`src/rtl/frame_sequencer_pkg.sv`:
```
// Shared types and constants for the frame sequencer: FSM state encoding,
// output-mode select codes and default image geometry.
package frame_sequencer_pkg;

    typedef enum logic [1:0] {
        ST_IDLE   = 2'd0,
        ST_STREAM = 2'd1,
        ST_FLUSH  = 2'd2,
        ST_DRAIN  = 2'd3
    } frame_state_e;

    // One-hot filter selects; all-zero means gradient magnitude.
    localparam logic [2:0] MODE_MAG  = 3'b000;
    localparam logic [2:0] MODE_BLUR = 3'b001;
    localparam logic [2:0] MODE_GX   = 3'b010;
    localparam logic [2:0] MODE_GY   = 3'b100;

    localparam int IMAGE_W     = 161;
    localparam int FRAME_LINES = 120;
    localparam int FLUSH_PX    = 2 * IMAGE_W + 2;

endpackage

```
`src/rtl/frame_sequencer_sync2.sv`:
```
// Two-flop synchronizer for asynchronous level inputs (button lines).
module sync2 #(
    parameter int width_p = 1
) (
    input  logic               clk_i,
    input  logic               reset_i,
    input  logic [width_p-1:0] d_i,
    output logic [width_p-1:0] q_o
);

    logic [width_p-1:0] meta_d, meta_q;
    logic [width_p-1:0] sync_d, sync_q;

    always_comb begin
        meta_d = d_i;
        sync_d = meta_q;
    end

    always_ff @(posedge clk_i) begin
        if (!reset_i) begin
            meta_q <= '0;
            sync_q <= '0;
        end else begin
            meta_q <= meta_d;
            sync_q <= sync_d;
        end
    end

    assign q_o = sync_q;

endmodule

```
`src/rtl/frame_sequencer.sv`:
```
// Frame sequencer: passes one frame of pixels, injects flush zeros to drain
// the 3x3 line buffers, then waits for the packer to consume the whole frame.
module frame_sequencer
    import frame_sequencer_pkg::*;
#(
    parameter int linewidth_px_p = IMAGE_W,
    parameter int frame_lines_p  = FRAME_LINES,
    parameter int flush_px_p     = FLUSH_PX,
    parameter int width_p        = 1
) (
    input  logic               clk_i,
    input  logic               reset_i,
    // Upstream and downstream pixel streams: a beat moves when valid and
    // ready are both high on a rising edge; valid/data hold while stalled.
    input  logic               valid_i,
    input  logic [width_p-1:0] data_i,
    output logic               ready_o,
    input  logic               ready_i,
    output logic               valid_o,
    output logic [width_p-1:0] data_o,
    input  logic               tail_valid_i,
    input  logic               tail_ready_i,
    input  logic [2:0]         button_i,
    output logic [2:0]         mode_o,
    output logic               busy_o,
    output logic               frame_done_o,
    output frame_state_e       state_o
);

    localparam int FRAME_PX = linewidth_px_p * frame_lines_p;
    localparam int OUT_TERM = FRAME_PX + flush_px_p;
    localparam int IN_MAX   = (FRAME_PX > flush_px_p) ? FRAME_PX : flush_px_p;
    localparam int IN_W     = $clog2(IN_MAX + 1);
    localparam int OUT_W    = $clog2(OUT_TERM + 1);

    localparam logic [IN_W-1:0]  FRAME_LAST = IN_W'(FRAME_PX - 1);
    localparam logic [IN_W-1:0]  FLUSH_LAST = IN_W'(flush_px_p - 1);
    localparam logic [OUT_W-1:0] OUT_DONE   = OUT_W'(OUT_TERM);

    frame_state_e     state_d, state_q;
    logic [IN_W-1:0]  in_cnt_d, in_cnt_q;
    logic [OUT_W-1:0] out_cnt_d, out_cnt_q;
    logic [2:0]       mode_d, mode_q;
    logic [2:0]       button_sync;

    sync2 #(.width_p(3)) u_button_sync (
        .clk_i   (clk_i),
        .reset_i (reset_i),
        .d_i     (button_i),
        .q_o     (button_sync)
    );

    always_comb begin
        state_d      = state_q;
        in_cnt_d     = in_cnt_q;
        out_cnt_d    = out_cnt_q;
        mode_d       = mode_q;
        ready_o      = 1'b0;
        valid_o      = 1'b0;
        data_o       = '0;
        frame_done_o = 1'b0;

        case (state_q)
            ST_IDLE: begin
                ready_o = ready_i;
                valid_o = valid_i;
                data_o  = data_i;
                // The first accepted pixel is pixel 0; mode is latched only here.
                if (valid_i && ready_i) begin
                    in_cnt_d = IN_W'(1);
                    mode_d   = button_sync;
                    state_d  = ST_STREAM;
                end
            end
            ST_STREAM: begin
                ready_o = ready_i;
                valid_o = valid_i;
                data_o  = data_i;
                if (valid_i && ready_i) begin
                    if (in_cnt_q == FRAME_LAST) begin
                        in_cnt_d = '0;
                        state_d  = ST_FLUSH;
                    end else begin
                        in_cnt_d = in_cnt_q + IN_W'(1);
                    end
                end
            end
            ST_FLUSH: begin
                valid_o = 1'b1;
                if (ready_i) begin
                    if (in_cnt_q == FLUSH_LAST) begin
                        in_cnt_d = '0;
                        state_d  = ST_DRAIN;
                    end else begin
                        in_cnt_d = in_cnt_q + IN_W'(1);
                    end
                end
            end
            ST_DRAIN: begin
                if (out_cnt_q == OUT_DONE) begin
                    frame_done_o = 1'b1;
                    state_d      = ST_IDLE;
                end
            end
            default: state_d = ST_IDLE;
        endcase

        // Packer-side count saturates so an early finish still matches in DRAIN.
        if (state_q == ST_IDLE) begin
            out_cnt_d = '0;
        end else if (tail_valid_i && tail_ready_i && (out_cnt_q != OUT_DONE)) begin
            out_cnt_d = out_cnt_q + OUT_W'(1);
        end
    end

    always_ff @(posedge clk_i) begin
        if (!reset_i) begin
            state_q   <= ST_IDLE;
            in_cnt_q  <= '0;
            out_cnt_q <= '0;
            mode_q    <= MODE_MAG;
        end else begin
            state_q   <= state_d;
            in_cnt_q  <= in_cnt_d;
            out_cnt_q <= out_cnt_d;
            mode_q    <= mode_d;
        end
    end

    assign mode_o  = mode_q;
    assign busy_o  = (state_q != ST_IDLE);
    assign state_o = state_q;

endmodule
```
`config.mk`:
```
export PLATFORM = sky130hd
export DESIGN_NAME = frame_sequencer
export DESIGN_NICKNAME = d
export VERILOG_FILES = /design/src/rtl/frame_sequencer_pkg.sv /design/src/rtl/frame_sequencer_sync2.sv /design/src/rtl/frame_sequencer.sv
export SDC_FILE = /design/constraint.sdc
export NUM_CORES = 1
export LEC_CHECK = 0
export ABC_CLOCK_PERIOD_IN_PS = 2220
export BUFFER_PORTS_ARGS = -buffer_cell sky130_fd_sc_hd__clkbuf_2
export CAP_MARGIN = 20
export CORE_MARGIN = 4
export CORE_UTILIZATION = 58
export CTS_BUF_LIST = sky130_fd_sc_hd__clkbuf_16
export CTS_CLUSTER_DIAMETER = 150
export DETAILED_ROUTE_END_ITERATION = 6
export GPL_ROUTABILITY_DRIVEN = 0
export HOLD_SLACK_MARGIN = 0.12
export PLACE_DENSITY = 0.78
export REMOVE_ABC_BUFFERS = 1
export SLEW_MARGIN = 20
export SYNTH_ARGS = -nofsm -noshare
export SYNTH_HDL_FRONTEND = slang
export SYNTH_SLANG_ARGS = --single-unit
export TNS_END_PERCENT = 50
```
`constraint.sdc`:
```
create_clock -name clk_i -period 2.22 [get_ports clk_i]
set_input_delay 0.666 -clock clk_i [delete_from_list [all_inputs] [get_ports clk_i]]
set_output_delay 0.666 -clock clk_i [all_outputs]
set_load 0.03 [all_outputs]
```
Word-level counts from Yosys, hierarchy flattened. Index checks and enable logic that the tools add are counted.

Reduce and logical (&&, ||, !) cells: 11. Bitwise operators: 1. Eq/ne operators: 13. Muxes and demuxes: 18. Add/sub/neg operators: 2.

Operators with widths (number): $mux 15 (5); $pmux 15 s3 (1); $add 15x1->15 const B (2); $eq 15x15->1 const B (2); $eq 15x9->1 const B (1); $ne 15x15->1 const B (1); $mux 2 (6); $ne 2x2->1 const B (6); $pmux 2 s4 (1); $reduce_and 6->1 (1); $eq 2x2->1 const B (2); $mux 1 (4); $reduce_and 4->1 (1); $reduce_or 2->1 (2); $logic_and 1x1->1 (3); $reduce_bool 3->1 (1); $eq 2x1->1 const B (1); $logic_not 2->1 (1); $pmux 1 s2 (1); $reduce_and 2->1 (1); $reduce_bool 2->1 (1); $not 1->1 (1).

Bits in registers: 41. Bits of input ports: 10. Logic and storage cells: 51. Output and inout port bits: 10.

Depth between registers and ports, before layout. Gate-level depths: netlist of the first run.

Depth in word-level cells: 4. Mapped depth: 8.

Modules after synthesis. Synthesis of the first run repeated with hierarchy kept, for this count alone.

Cells, all modules: 229. Area, all modules: 2103.3 µm².

By module, submodules not included: frame_sequencer (sequential area each 700.7 µm², instances 1, cells an instance 217, area an instance 1945.6 µm²); sync2 (sequential area each 120.1 µm², instances 1, cells an instance 12, area an instance 157.7 µm²).

Least setup slack after synthesis of the first run. Ideal clock, no wire load.

Kind: reg-to-reg. From: register state_q[0], in the netlist state_o[0]. To: register in_cnt_q[11]. Path buffers: 1. Period minus slack after synthesis: 2314 ps. Setup slack: -94 ps. Arrival time: 2197 ps. Setup time: 117 ps. Cell stages (with the launch flop): 9. Cell sequence: dfxtp_1 > inv_1 > ha_1 > a2bb2oi_1 > nor3_1 > inv_1 > o21ai_1 > buf_2 > nor2_1.

Longest elaborated chain between the ends: 3.

RTL lines: start, declared (line frame_sequencer.sv:40) `frame_state_e state_d, state_q;`; start signal, assigned (line frame_sequencer.sv:123) `state_q <= state_d;`; $eq 2x1->1 (tied with other cells) (line frame_sequencer.sv:63) `case (state_q)`; $ne 2x2->1 (no line) or $reduce_bool 3->1 (tied branches); $reduce_and 4->1 (no line); end signal, assigned (line frame_sequencer.sv:124) `in_cnt_q <= in_cnt_d;`; end, declared (line frame_sequencer.sv:41) `logic [IN_W-1:0] in_cnt_d, in_cnt_q;`.

Parallel ways exist; a longest one is shown, timed or not. A chain may end at the register's enable or synchronous reset.

Worst setup path after layout of the first run.
From: register out_cnt_q[0]. To: output frame_done_o.

Longest elaborated chain between the ends: 3.

RTL lines: start, declared (line frame_sequencer.sv:42) `logic [OUT_W-1:0] out_cnt_d, out_cnt_q;`; start signal, assigned (line frame_sequencer.sv:125) `out_cnt_q <= out_cnt_d;`; $eq 15x15->1 (line frame_sequencer.sv:100) `if (out_cnt_q == OUT_DONE) begin`; $mux 1 (line frame_sequencer.sv:100); $mux 1 (line frame_sequencer.sv:63); end, declared (line frame_sequencer.sv:26) `output logic frame_done_o,`.

No other way between the ends.

==> results of run 1 <==
-- per-stage QoR --
step	total power, mW	setup slack [ps]	area, µm²	TNS [ps]
2_1_floorplan	1.20	-229	2020	-2960
3_3_place_gp	1.39	194	2240	0
3_5_place_dp	1.39	117	2240	0
4_1_cts	2.06	3.35	2380	0
5_1_grt	2.16	-13.0	2420	-13.0
6_report	2.06	30.8	2420	0
-- metal layers --
layer / routed length [µm] / vias to the layer above / GRT usage
met1: 2000 / 790 / 0.256
met2: 2000 / 58 / 0.344
met5: 0 / - / 0
met4: 67 / 0 / 0.114
li1: - / 887 / -
met3: 227 / 9 / 0.0466
-- where the power goes --
part | switching [mW] | internal (mW) | total, mW
combinational | 0.380 | 0.216 | 0.595
sequential | 0.0304 | 0.772 | 0.802
clock | 0.259 | 0.401 | 0.660
-- worst max-delay path by stage --
stage          slack (ps)    startpoint            to
2_1_floorplan        -230    state_o[0]  in_cnt_q[11]
3_3_place_gp          190    state_o[0]  in_cnt_q[10]
3_5_place_dp          120    state_o[0]  in_cnt_q[10]
4_1_cts                 3  out_cnt_q[0]  frame_done_o
5_1_grt               -10  out_cnt_q[0]  frame_done_o
6_report               30  out_cnt_q[0]  frame_done_o
-- critical path, delay by kind of cell (launching register included) --
| family | cells | cell delay (ps) |
|---|---|---|
| buffers and inverters | 2 | 200 |
| flip-flops | 1 | 330 |
| AND/OR/NAND/NOR | 3 | 590 |
| adder cells (fa/ha/maj) | 1 | 120 |
-- cell usage in the layout (no fill, tap or decap), drive strengths merged, types with 2 or more instances in the layout --
cell type | synthesis | routed
dfxtp | 41 | 41
nor2 | 25 | 25
nand2 | 24 | 24
clkbuf | 6 | 23
nand4 | 17 | 17
xor2 | 13 | 13
buf | 1 | 12
and2 | 10 | 10
nand3 | 9 | 9
xnor2 | 9 | 9
ha | 8 | 8
nor4 | 7 | 7
o21ai | 7 | 7
nor2b | 6 | 6
inv | 6 | 6
mux2i | 5 | 5
a21oi | 5 | 5
nor3 | 4 | 4
and3 | 4 | 4
nor4b | 4 | 4
o21a | 3 | 3
and4 | 3 | 3
or4 | 3 | 3
or3 | 3 | 3
nor3b | 2 | 2
o211ai | 2 | 2
and4b | 2 | 2
-- layout make-up --
class	instances	share of cell area
Clock inverter	1	0.00207
Timing Repair Buffer	30	0.0775
Multi-Input combinational cell	181	0.493
Inverter	6	0.00930
Tap cell	46	0.0238
Sequential cell	41	0.343
Clock buffer	5	0.0517
-- cell families (layout without fill, tap and decap cells) --
kind of cell,Yosys count,in the layout,synth area share
AO/OA/AOI/OAI,21,21,0.0642
XOR/XNOR,22,22,0.0942
adder cells (fa/ha/maj),8,8,0.0489
buffers and inverters,13,42,0.0245
flip-flops,41,41,0.401
multiplexers,6,6,0.0300
AND/OR/NAND/NOR,124,124,0.337
-- synth_stat cells --
cell type,number,area (µm²)
nor3b_1,2,15.0
a32o_1,1,10.0
xor2_1,13,114
o21a_1,3,22.5
a21oi_1,5,25.0
xnor2_1,9,78.8
and3_1,4,25.0
and4b_1,1,10.0
a22oi_1,1,7.51
nor2_1,25,93.8
clkbuf_1,6,22.5
inv_1,6,22.5
nand3_1,9,45.0
nor4bb_1,1,10.0
a21boi_0,1,7.51
nor3_1,4,20.0
and4_4,1,11.3
or3_4,1,11.3
and4_1,2,17.5
o21ai_1,1,5.00
or3_1,2,12.5
nor4_1,6,37.5
mux2_2,1,11.3
ha_1,8,100
and2_1,10,62.6
and4b_4,1,13.8
mux2i_1,5,50.1
dfxtp_1,41,821
buf_2,1,5.00
nand4_1,17,106
nor4b_1,4,35.0
nor2b_1,6,37.5
a2bb2oi_1,1,8.76
nor4_2,1,12.5
o211ai_1,2,15.0
o21ai_0,6,30.0
or4_1,3,22.5
nand2_1,24,90.1
-- state kept, by name, summed over array words and instances, names as in the netlist --
| register | count |
|---|---|
| in_cnt_q | 15 |
| state_o | 2 |
| u_button_sync.meta_q | 3 |
| mode_o | 3 |
| u_button_sync.q_o | 3 |
| out_cnt_q | 15 |
-- what timing repair did --
action | CTS | global route
setup buffers | 0 | 2
resized for setup | 3 | 13
pin swaps | 0 | 4
setup endpoints to repair | 1 | 6
hold buffers | 0 | 0
==> qor.yml, run 1 <==
status: "complete, no violations"
multiInputGateArea_um2: 1190
cp.arrival_ps: 1520
register_area_um2: 830
hold_path.class: "flip-flop to flip-flop"
die_y_um: 67.4
cp.required_ps: 1550
critical_path.max_fanout: 3
fin_crit_sh: 0.986
htreeDepth: 2
syn_inst: 235
area_delta_synth_final_pct: 18.3
crit_path_end_kind: "output port"
fin_crit_ps: 2190
num_antenna_cells: 0
numCtsBuffers: 5
crit_path_start_kind: "flip-flop"
timing.max_slew.rel_slack: 0.715
setup_violations: 0
drv_slew: 0
hold_path.startpoint: "u_button_sync.meta_q[0]"
cpMaxStageDelayCell: "dfxtp_2"
drtIter0Drc: 129
wire_per_inst_um: 13.9
root_buffer: "clkbuf_16"
worstSkewPairLatency_ps: 280
grt_start_max_net_pins: 18
max_cap_viol_count: 0
ant_nets: 0
dpl.hpwl_mm: 2.98
holdWs_ps: 430
cts.sinks: 41
first_global_vias: 1648
fillers: 297
syn_area_um2: 2050
drive_gt1_frac: 0.201
hold_end: "u_button_sync.q_o[0]"
reg2reg_setup_slack_ps: 220
clock_path_buffers: 2
grt_usage: 0.210
ys_types: 38
rows: 21
die_x_um: 67.4
path_cells: "inv_2 > ha_4 > nand4_1 > nor4_1 > and4_1 > buf_8"
irDropWorstVdd_v: 0.000828
timing.rr.start: "in_cnt_q[0]"
final_util: 0.720
max_stage_delay_ps: 330
avgSynthCellArea_um2: 8.71
finClkSkew_ps: 0.722
core-area_um2: 3360
grt_overflow: 0
r2r_cells: 7
ys_ff_latch: 41
antenna_found_initial: 0
grt_pass1_wl_mm: 7.23
io_buffers: 19
dr.pass1.iters: 4
grt_setup_unrepaired: "true"
drc: 0
die_area_um2: 4540
fmax_ghz: 0.457
hold_depth: 1
critPathKind: "flip-flop to output port"
power_leakage_nw: 0.910
vias_per_cell: 5.63
power_density_nw_per_um2: 850
r2r_end: "in_cnt_q[9]"
vias: 1744
start_util: 0.608
nets: 283
cts_tree: "built"
final_cells: 310
hold_viol: 0
routed_wl_mm: 4.30
pin_count: 20
path_clk_slew_ps: 50
tightest_slew_ps: 426
seq_area_frac_synth: 0.401
dp_cells: 302
synth_warnings: 0
(Power assumes the default switching activity.)
==> inputs of run 2 (changes only) <==
--- a/config.mk
+++ b/config.mk
@@ -7,6 +7,6 @@
 export LEC_CHECK = 0
-export ABC_CLOCK_PERIOD_IN_PS = 2220
+export ABC_CLOCK_PERIOD_IN_PS = 2100
 export BUFFER_PORTS_ARGS = -buffer_cell sky130_fd_sc_hd__clkbuf_2
 export CAP_MARGIN = 20
-export CORE_MARGIN = 4
+export CORE_MARGIN = 2
 export CORE_UTILIZATION = 58
==> constraint.sdc (replaced) <==
create_clock -name clk_i -period 2.1 [get_ports clk_i]
set_input_delay 0.63 -clock clk_i [delete_from_list [all_inputs] [get_ports clk_i]]
set_output_delay 0.63 -clock clk_i [all_outputs]
set_load 0.01 [all_outputs]
==> run 2 against run 1 <==
Effect of this change: sequential share of layout area shrank 0.78 points; design area increased by 2.0%; utilization increased by 1.5 points; worst hold slack gained 2.1 ps; clock power rose by 17%; global-route usage rose by 1.4 points; highest routed layer unchanged.
==> qor.yml, run 2 (synthesis gave the netlist of run 1 again) <==
status: "complete, no violations"
vias_per_cell: 5.74  # +1.9%
finalPower_mw: 2.20  # +7.0%
root_buffer: "clkbuf_16"
nets: 288  # +1.8%
drv_slew: 0  # unchanged
max_cap_viol_count: 0  # unchanged
irDropWorstVdd_v: 0.000651  # -21%
fin_area_um2: 2470  # +2.0%
antenna_found_initial: 0  # unchanged
htreeDepth: 2  # unchanged
cp.arrival_ps: 1440  # -80 ps
multiInputGateArea_um2: 1200  # +0.32%
cts.sinks: 41  # unchanged
critical_path.max_fanout: 2  # -1
fmax_ghz: 0.483
dr.pass1.iters: 4  # unchanged
ant_nets: 0  # unchanged
num_antenna_cells: 0  # unchanged
worstSkewPairLatency_ps: 290  # about the same
drtIter0Drc: 113  # -12%
drive_gt1_frac: 0.218  # +0.0170
final_cells: 317  # +2.3%
core-area_um2: 3360  # unchanged
layout_commonest_cell: "dfxtp_1"
grt_start_max_net_pins: 17  # -1
power_density_nw_per_um2: 892  # +4.9%
pin_count: 20  # unchanged
setup_violations: 0  # unchanged
fin_crit_sh: 0.987
drc: 0  # unchanged
fillers: 286  # -3.7%
placed_area_um2: 2250  # +0.67%
io_buffers: 19  # unchanged
cp.required_ps: 1470  # -80 ps
hold_viol: 0  # unchanged
grt_usage: 0.224  # +0.0137
timing.max_slew.rel_slack: 0.703  # -0.0122
dpl.hpwl_mm: 3.05  # +2.1%
grt_pass1_wl_mm: 7.11  # -1.6%
grt_setup_unrepaired: "true"
first_global_vias: 1590  # -3.5%
clock_path_buffers: 2  # unchanged
start_util: 0.608  # unchanged
layout_common_cells: "dfxtp_1 (36), nor2_1 (25), nand2_1 (24), clkbuf_2 (18), nand4_1 (17)"
area_delta_synth_final_pct: 20.7
numCtsBuffers: 5  # unchanged
die_area_um2: 4020  # -12%
rows: 21  # unchanged
crit_path_start_kind: "flip-flop"
vias: 1818  # +4.2%
tightest_slew_ps: 439  # +13.1 ps
register_area_um2: 827  # -0.30%
power_leakage_nw: 0.940  # +3.3%
hold_path.class: "flip-flop to flip-flop"
crit_path_end_kind: "output port"
finClkSkew_ps: 7.34  # +6.62 ps
die_y_um: 63.4  # -5.9%
cts_tree: "built"
grt_overflow: 0  # unchanged
fin_crit_ps: 2070
path_clk_slew_ps: 60  # about the same
die_x_um: 63.4  # -5.9%
routed_wl_mm: 4.33  # +0.91%
top_regs: "in_cnt_q (15), out_cnt_q (15)"
wire_per_inst_um: 13.7  # -1.3%
dp_cells: 304  # +0.66%
critPathKind: "flip-flop to output port"
==> run 2: per-stage QoR <==
| stage | worst slack [ps] | TNS (ps) | hold slack [ps] | utilization |
|---|---|---|---|---|
| 3_3_place_gp | 122 | 0 | 414 | 0.670 |
| 2_1_floorplan | -171 | -2210 | 412 | - |
| 6_report | 28.1 | 0 | 432 | 0.734 |
| 3_5_place_dp | 60.4 | 0 | 419 | 0.670 |
| 5_1_grt | -41.7 | -41.7 | 441 | 0.734 |
| 4_1_cts | -9.04 | -9.04 | 434 | 0.732 |
==> run 2: worst max-delay path, cell delays in order (launching register included) <==
cell	delay, ps
dfxtp_2	330
inv_2	60
ha_4	130
nand4_1	100
nor4_1	170
and4_1	230
buf_2	140
==> run 2: path summary, 6_finish.rpt <==
path              cells after the start  slack, ps                    to               startpoint
setup / recovery                      6         30          frame_done_o             out_cnt_q[1]
hold / removal                        1        430  u_button_sync.q_o[1]  u_button_sync.meta_q[1]
setup reg to reg                      8         60         out_cnt_q[11]             out_cnt_q[1]
hold reg to reg                       1        430  u_button_sync.q_o[1]  u_button_sync.meta_q[1]
==> run 2: power breakdown <==
| part | leakage, nW | total [mW] | internal [mW] | switching, mW |
|---|---|---|---|---|
| Sequential | 0.335 | 0.837 | 0.813 | 0.0241 |
| Clock | 0.0704 | 0.769 | 0.446 | 0.323 |
| Combinational | 0.535 | 0.596 | 0.255 | 0.342 |
| Total | 0.940 | 2.20 | 1.51 | 0.689 |
==> run 2: repair_timing <==
action	4_1_cts	5_1_grt
endpoints found under the hold margin	0	0
resized for setup	9	4
hold buffers	0	0
buffers inserted	5	0
pin swaps	3	1
endpoints found under the setup margin	1	8
==> run 2: per-layer routing <==
| layer | GRT usage | part of all wire |
|---|---|---|
| met5 | 0 | 0 |
| met4 | 0.114 | 0.018 |
| met3 | 0.0482 | 0.046 |
| met2 | 0.358 | 0.45 |
| met1 | 0.284 | 0.48 |
==> run 2: cell type report <==
type | instances | share of cell area
Inverter | 6 | 0.00912
Clock buffer | 5 | 0.0507
Sequential cell | 41 | 0.335
Clock inverter | 3 | 0.0101
Timing Repair Buffer | 35 | 0.0871
Tap cell | 46 | 0.0233
Multi-Input combinational cell | 181 | 0.485
==> inputs of run 3 (changes only) <==
CORE_UTILIZATION = 50   (was 58)
PLACE_DENSITY = 0.69   (was 0.78)
==> run 3 against run 2 <==
Effect of this change: total power grew 3.8%; first-iteration DRC count shrank 19%; die area grew 15%; global-route usage fell by 2.3 points; worst hold slack improved by 2.8 ps; routed wire length down 1.3%; largest cell class unchanged; clock skew shrank 4.6 ps; highest routed layer unchanged.
==> qor.yml, run 3 (synthesis gave the netlist of run 1 again) <==
status: "complete, no violations"
antenna_found_initial: 0  # unchanged
fillers: 326  # +14%
finalPower_mw: 2.29  # +3.8%
core-area_um2: 3970  # +18%
layout_commonest_cell: "dfxtp_1"
fin_crit_ps: 2030  # -43.2 ps
setup_violations: 0  # unchanged
hold_viol: 0  # unchanged
grt_setup_unrepaired: "true"
crit_path_end_kind: "output port"
crit_path_start_kind: "flip-flop"
htreeDepth: 2  # unchanged
fin_crit_sh: 0.966  # -0.0206
top_regs: "in_cnt_q (15), out_cnt_q (15)"
routed_wl_mm: 4.28  # -1.3%
finClkSkew_ps: 2.79  # -4.55 ps
grt_usage: 0.201  # -0.0226
area_delta_synth_final_pct: 22.6
vias: 1713  # -5.8%
irDropWorstVdd_v: 0.000676  # +3.8%
critical_path.max_fanout: 7  # +5
wire_per_inst_um: 13.3  # -2.9%
clock_path_buffers: 2  # unchanged
die_x_um: 68.0  # +7.2%
cp.required_ps: 1470  # about the same
layout_common_cells: "dfxtp_1 (36), nor2_1 (25), nand2_1 (24), clkbuf_2 (18)"
numCtsBuffers: 5  # unchanged
drive_gt1_frac: 0.221  # +0.00288
dpl.hpwl_mm: 3.01  # -1.1%
drc: 0  # unchanged
dr.pass1.iters: 4  # unchanged
cp.arrival_ps: 1400  # -40 ps
register_area_um2: 827  # unchanged
vias_per_cell: 5.32  # -7.2%
grt_start_max_net_pins: 18  # +1
critPathKind: "flip-flop to output port"
max_cap_viol_count: 0  # unchanged
num_antenna_cells: 0  # unchanged
rows: 23  # +9.5%
timing.max_slew.rel_slack: 0.739  # +0.0354
nets: 289  # +0.35%
start_util: 0.515  # -0.0931
first_global_vias: 1514  # -4.8%
die_y_um: 68.0  # +7.2%
power_density_nw_per_um2: 912  # +2.2%
grt_pass1_wl_mm: 7.00  # -1.6%
power_leakage_nw: 0.955  # +1.6%
io_buffers: 19  # unchanged
cts_tree: "built"
die_area_um2: 4620  # +15%
final_util: 0.632  # -0.103
cts.sinks: 41  # unchanged
ant_nets: 0  # unchanged
reg2reg_setup_slack_ps: 90  # +30 ps
hold_path.class: "flip-flop to flip-flop"
drv_slew: 0  # unchanged
multiInputGateArea_um2: 1210  # +1.1%
fmax_ghz: 0.493  # +2.1%
root_buffer: "clkbuf_16"
worstSkewPairLatency_ps: 280  # about the same
path_clk_slew_ps: 60  # about the same
grt_overflow: 0  # unchanged
drtIter0Drc: 91  # -19%
tightest_slew_ps: 391  # -48.5 ps
pin_count: 20  # unchanged
==> run 3: cell count changes in the layout (fill, tap and decap cells not counted), sizes merged <==
cell      before  now
buf           17   18
bufinv         0    1
clkinvlp       1    0
==> run 3: worst paths after layout <==
check,endpoint,from,cells past startpoint
worst min-delay path,u_button_sync.q_o[2],u_button_sync.meta_q[2],1
worst min register to register,u_button_sync.q_o[2],u_button_sync.meta_q[2],1
worst max-delay path,frame_done_o,out_cnt_q[4],3
worst max register to register,out_cnt_q[11],out_cnt_q[0],8
==> run 3: repair_timing <==
action,in CTS,in global routing
setup buffers,4,1
resized for setup,9,6
endpoints found under the hold margin,0,0
pin swaps,3,1
hold buffers,0,0
endpoints found under the setup margin,1,7
==> run 3: final cells by class <==
cell class	instances	share of cell area
Clock inverter	3	0.0150
Tap cell	50	0.0249
Timing Repair Buffer	36	0.0888
Multi-Input combinational cell	181	0.483
Sequential cell	41	0.330
Clock buffer	5	0.0499
Inverter	6	0.00898
==> run 3: metrics by stage <==
stage / setup TNS, ps / hold WS (ps) / setup WS, ps / area (µm²) / instances
6_report: 0 / 435 / 71.3 / 2510 / 322
5_1_grt: -28.9 / 442 / -27.5 / 2510 / 322
4_1_cts: 0 / 435 / 5.40 / 2480 / 321
3_5_place_dp: 0 / 421 / 30.3 / 2270 / 309
3_3_place_gp: 0 / 413 / 105 / 2270 / 309
2_1_floorplan: -2210 / 412 / -171 / 2020 / 228
==> run 3: routing by layer <==
metal | global-route usage | vias to the layer above | wire [µm]
met5 | 0 | - | 0
met4 | 0.0700 | 0 | 59
met3 | 0.0510 | 5 | 163
met2 | 0.319 | 34 | 1890
met1 | 0.266 | 768 | 2160
li1 | - | 906 | -
==> run 3: where the power goes <==
| group | leakage (nW) | total (mW) | internal, mW | switching (mW) |
|---|---|---|---|---|
| sequential | 0.335 | 0.840 | 0.814 | 0.0265 |
| clock | 0.0826 | 0.848 | 0.552 | 0.296 |
| combinational | 0.538 | 0.599 | 0.256 | 0.343 |
| total | 0.955 | 2.29 | 1.62 | 0.665 |
==> run 3: critical path, cell delays in order (launching register included) <==
cell,delay [ps]
dfxtp_1,390
and4_1,350
and4_1,240
buf_2,130
